--- src/rtl/number_format_pkg.sv ---
// Shared types and constants for the binary-to-decimal display formatter.
// Holds the FSM encoding, the double-dabble adjust constants and the digit-count helper.
package number_format_pkg;

    typedef enum logic [1:0] {
        IDLE   = 2'd0,
        SHIFT  = 2'd1,
        FINISH = 2'd2
    } state_t;

    localparam logic [3:0] BCD_ADJ_THRESH = 4'd5;
    localparam logic [3:0] BCD_ADJ_ADD    = 4'd3;

    // Minimum decimal digits needed to show 2^width - 1.
    function automatic int digits_needed(input int width);
        longint unsigned max_val;
        longint unsigned pow10;
        int              d;
        max_val = (64'd1 << width) - 64'd1;
        pow10   = 64'd10;
        d       = 1;
        for (int i = 0; i < 19; i++) begin
            if (pow10 <= max_val) begin
                pow10 = pow10 * 64'd10;
                d     = d + 1;
            end
        end
        return d;
    endfunction

endpackage

--- src/rtl/bcd_digit_adjust.sv ---
// One BCD digit of the shift-and-add-3 step: adds 3 when the digit is 5 or more,
// so the following left shift carries correctly into the next decimal digit.
module bcd_digit_adjust
    import number_format_pkg::*;
(
    input  logic [3:0] digit,
    output logic [3:0] adjusted
);

    assign adjusted = (digit >= BCD_ADJ_THRESH) ? (digit + BCD_ADJ_ADD) : digit;

endmodule

--- src/rtl/signed_bcd_formatter.sv ---
// Sequential double-dabble converter: WIDTH-bit value (signed or unsigned) to sign
// plus DIGITS BCD digits, one shift per clock, with a start/busy/done handshake.
module signed_bcd_formatter
    import number_format_pkg::*;
#(
    parameter int WIDTH  = 8,
    parameter int DIGITS = 3
) (
    input  logic                  clk,
    input  logic                  rst_n,
    input  logic                  start,
    input  logic                  is_signed,
    input  logic [WIDTH-1:0]      din,
    output logic                  busy,
    output logic                  done,
    output logic                  neg,
    output logic [4*DIGITS-1:0]   bcd,
    output state_t                dbg_state
);

    // Handshake: start/is_signed/din are sampled only on an edge where the FSM is
    // IDLE; busy covers the load edge up to the result update, done is a one-cycle
    // pulse coincident with the new bcd/neg values. Requests outside IDLE are dropped.

    localparam int CNT_W = $clog2(WIDTH + 1);
    localparam logic [CNT_W-1:0] CNT_LOAD = CNT_W'(WIDTH);
    localparam logic [CNT_W-1:0] CNT_LAST = CNT_W'(1);

    if (DIGITS < digits_needed(WIDTH)) begin : g_digits_check
        $error("signed_bcd_formatter: DIGITS too small for WIDTH");
    end

    state_t                state;
    logic                  neg_r;
    logic [WIDTH-1:0]      mag;
    logic [4*DIGITS-1:0]   scratch;
    logic [4*DIGITS-1:0]   scratch_adj;
    logic [CNT_W-1:0]      count;

    logic                  neg_in;
    logic [WIDTH-1:0]      mag_in;

    // Two's-complement negate kept at WIDTH bits so the most negative value maps to 2^(WIDTH-1).
    assign neg_in = is_signed & din[WIDTH-1];
    assign mag_in = neg_in ? (~din + WIDTH'(1)) : din;

    for (genvar g = 0; g < DIGITS; g++) begin : g_adj
        bcd_digit_adjust u_adj (
            .digit    (scratch[4*g +: 4]),
            .adjusted (scratch_adj[4*g +: 4])
        );
    end

    assign dbg_state = state;

    always_ff @(posedge clk or negedge rst_n) begin
        if (!rst_n) begin
            state   <= IDLE;
            busy    <= 1'b0;
            done    <= 1'b0;
            neg     <= 1'b0;
            bcd     <= '0;
            neg_r   <= 1'b0;
            mag     <= '0;
            scratch <= '0;
            count   <= '0;
        end else begin
            done <= 1'b0;
            case (state)
                IDLE: begin
                    if (start) begin
                        neg_r   <= neg_in;
                        mag     <= mag_in;
                        scratch <= '0;
                        count   <= CNT_LOAD;
                        busy    <= 1'b1;
                        state   <= SHIFT;
                    end
                end
                SHIFT: begin
                    scratch <= {scratch_adj[4*DIGITS-2:0], mag[WIDTH-1]};
                    mag     <= {mag[WIDTH-2:0], 1'b0};
                    count   <= count - CNT_LAST;
                    if (count == CNT_LAST) begin
                        state <= FINISH;
                    end
                end
                FINISH: begin
                    bcd   <= scratch;
                    neg   <= neg_r;
                    done  <= 1'b1;
                    busy  <= 1'b0;
                    state <= IDLE;
                end
                default: begin
                    state <= IDLE;
                end
            endcase
        end
    end

endmodule
--- config.mk ---
export PLATFORM = sky130hd
export DESIGN_NAME = signed_bcd_formatter
export DESIGN_NICKNAME = d
export VERILOG_FILES = /design/src/rtl/number_format_pkg.sv /design/src/rtl/bcd_digit_adjust.sv /design/src/rtl/signed_bcd_formatter.sv
export SDC_FILE = /design/constraint.sdc
export NUM_CORES = 1
export LEC_CHECK = 0
export CAP_MARGIN = 25
export CORE_MARGIN = 1.5
export CORE_UTILIZATION = 53
export DETAILED_ROUTE_END_ITERATION = 8
export GPL_ROUTABILITY_DRIVEN = 0
export PLACE_DENSITY = 0.78
export SLEW_MARGIN = 10
export SYNTH_ARGS = -nofsm -noshare
export SYNTH_HDL_FRONTEND = slang
export SYNTH_SLANG_ARGS = --single-unit
--- constraint.sdc ---
create_clock -name clk -period 1.7 [get_ports clk]
set_input_delay 0.255 -clock clk [delete_from_list [all_inputs] [get_ports clk]]
set_output_delay 0.255 -clock clk [all_outputs]
set_load 0.01 [all_outputs]
==> impl_metrics.json <==
{
  "min_path_type": "primary input to async pin",
  "clockRootBuffer": "clkbuf_8",
  "skew_ns": 0.009667,
  "cap_violations": 0,
  "final_nets": 249,
  "ios": 29,
  "swShare_pct": 35.09,
  "wl_met1_um": 1777,
  "netlist_area_mm2": 0.001996,
  "cp-start-kind": "flop",
  "wl_met3_um": 134,
  "num_antenna_cells": 0,
  "finalCriticalPeriod_ns": 1.622,
  "synth_top_area_cell": "dfrtp_1",
  "drive_gt1_share_pct": 17.03,
  "slew_violations": 0,
  "power.share.clock_pct": 17.1,
  "area_growth_pct": 27.65,
  "yosysSeqAreaShare_pct": 52.66,
  "highest_layer": "met4",
  "die_w_um": 64.36,
  "post_synth_num_cell_types": 34,
  "cts.reportedPaths.clkPinSlew_ns": 0.08,
  "synth_most_common_cell": "dfrtp_1",
  "htreeDepth": 2,
  "hold_viol_final": 0,
  "rows": 22,
  "worst-slew-pin-transition_ns": 0.5515,
  "worstPathRequired_ns": 1.44,
  "synth_area_per_cell_um2": 10.73,
  "final_util_pct": 70.11,
  "synthTopCellsByCount": "dfrtp_1, o21ai_0, nand2_1",
  "p_int_uw": 2777,
  "synthArstFlopShare_pct": 100.0,
  "status": "finished clean",
  "dr_wl_met2_um": 1900,
  "synth-edff-count": 0,
  "vias_per_cell": 5.404,
  "wl_per_cell_um": 13.95,
  "postSynthCellCount": 186,
  "fin_hold_ws_ns": 0.4583,
  "post_cts_buffers": 0,
  "dp_cells": 268,
  "synth_ff_type": "dfrtp_1",
  "cts.sinks": 42,
  "slowest_stage": "clkdlybuf4s50_1",
  "grt_use_total_pct": 21.67,
  "crit_family": "buffers and inverters",
  "die_h_um": 64.36,
  "synth-seq-cells": 42,
  "vdd_drop_max_v": 0.001025,
  "cts_tree": "done",
  "grt_pass1_vias": 1570,
  "dp_hpwl_um": 2861,
  "port_buffers": 28,
  "layoutNonFillerInstCount": 277,
  "seqPwrFrac_pct": 39.6,
  "crit_type": "flop to output pin",
  "grt_max_degree": 43,
  "path_cells": "clkdlybuf4s50_1",
  "synth_nets": 207,
  "total_leakage_power_uw": 0.001153,
  "drtIter0Drc": 74,
  "cts.path.max_buffers": 2,
  "crit_fanout": 10,
  "synthTopCellsByArea": "dfrtp_1, ha_1, mux2_2",
  "dr.pass1.iters": 4,
  "rsz0062_at_grt": "false",
  "grt_pass1_wl_um": 6879,
  "vias": 1497,
  "critical-path-max-stage-delay_ns": 0.59,
  "gr-total-overflow": 0,
  "drcViolationCount": 0,
  "max_freq_mhz": 616.4,
  "wirelength_um": 3864,
  "coreArea_mm2": 0.003633,
  "end_kind": "output pin",
  "dieArea_mm2": 0.004142,
  "fillers": 286,
  "numCtsBuffers": 5,
  "setup-violations-final": 0,
  "p_comb_share_pct": 43.3,
  "dpl_cell_area_mm2": 0.002417,
  "antenna_found_initial": 0,
  "clk_latency_ns": 0.29,
  "cp_num_buf_inv": 1,
  "arrival_ns": 1.37,
  "power.density_mw_per_mm2": 1680,
  "yosysWarnings": 0,
  "slew_headroom_pct": 63.23,
  "ant_nets": 0,
  "p_sw_uw": 1502,
  "stdcell_area_mm2": 0.002547,
  "post-route-period-util_pct": 95.44,
  "start_util_pct": 54.92,
  "synth_top_cell_area_share_pct": 52.66
}
==> worst reg2reg max path, cell delays in order (launching register included) <==
cell and delay [ns]:
dfrtp_1 0.38, inv_1 0.14, ha_2 0.22, nand2b_1 0.07, a21oi_2 0.17, mux2_2 0.35, o21ai_1 0.16
==> final cells by class <==
cell class	instances	area, um2	share of cell area, %
Multi-Input combinational cell	122	867.1	34.04
Sequential cell	42	1051	41.26
Timing Repair Buffer	44	410.4	16.11
Clock buffer	8	110.1	4.322
Tap cell	48	60.06	2.358
Inverter	13	48.80	1.916
==> path summary, 6_finish.rpt <==
path                           endpoint  slack (ns)          from  cells past startpoint
setup / recovery           dbg_state[1]        0.08  dbg_state[1]                      1
setup reg to reg             scratch[2]        0.11    scratch[1]                      6
hold reg to reg                  bcd[0]        0.48        bcd[0]                      2
max in group asynchronous        mag[3]        1.04         rst_n                      3
min in group clk                 bcd[0]        0.48        bcd[0]                      2
hold / removal                   bcd[5]        0.46         rst_n                      3
==> power by group through the flow <==
stage | registers [uW] | clock network [uW] | logic [uW]
finish | 1690 | 730 | 1850
global route | 1760 | 795 | 2070
CTS | 1680 | 753 | 1850
global placement | 1680 | 0 | 1750
floorplan | 1710 | 0 | 1080
detailed placement | 1700 | 0 | 1840
==> kinds of logic (layout without fill, tap and decap cells) <==
logic type / after synthesis / count (layout) / share of synthesized area, %
multiplexers: 11 / 11 / 6.082
buffers and inverters: 22 / 65 / 4.389
AO/OA/AOI/OAI: 51 / 51 / 16.87
flip-flops: 42 / 42 / 52.66
AND/OR/NAND/NOR: 41 / 41 / 9.969
adder cells (fa/ha/maj): 9 / 9 / 5.643
XOR/XNOR: 10 / 10 / 4.389
==> placed cells by master (no fill, tap or decap), drive strengths merged, types with 6 or more instances in the layout <==
master	n
nor2	8
clkdlybuf4s50	27
mux2	9
xnor2	8
o21ai	19
nand2	15
buf	16
a21oi	6
ha	9
clkbuf	8
inv	13
dfrtp	42
==> registers in the layout, indices dropped and copies added, names as in the netlist <==
| register | count |
|---|---|
| done | 1 |
| neg | 1 |
| dbg_state | 2 |
| scratch | 12 |
| count | 4 |
| busy | 1 |
| mag | 8 |
| neg_r | 1 |
| bcd | 12 |
==> metrics by stage <==
stage               worst slack (ns)  setup TNS [ns]  power, uW
finish                       0.07759               0       4279
global placement             0.05197               0       3426
detailed placement          -0.01585        -0.01585       3543
CTS                          0.03261               0       4291
global route                0.004555               0       4622
floorplan                     0.1850               0       2789
==> layer usage <==
layer,track usage [%],vias to the layer above
li1,-,736
met1,26.05,722
met5,0,-
met3,5.282,5
met4,7.979,0
met2,37.63,34
==> repair_timing <==
| action | 4_1_cts | 5_1_grt |
|---|---|---|
| hold buffers | 1 | 0 |
| resized for setup | 1 | 4 |
| endpoints found under the hold margin | 42 | 0 |
| setup endpoints to repair | 1 | 2 |
Note: power is estimated with default switching activity, not from simulation.
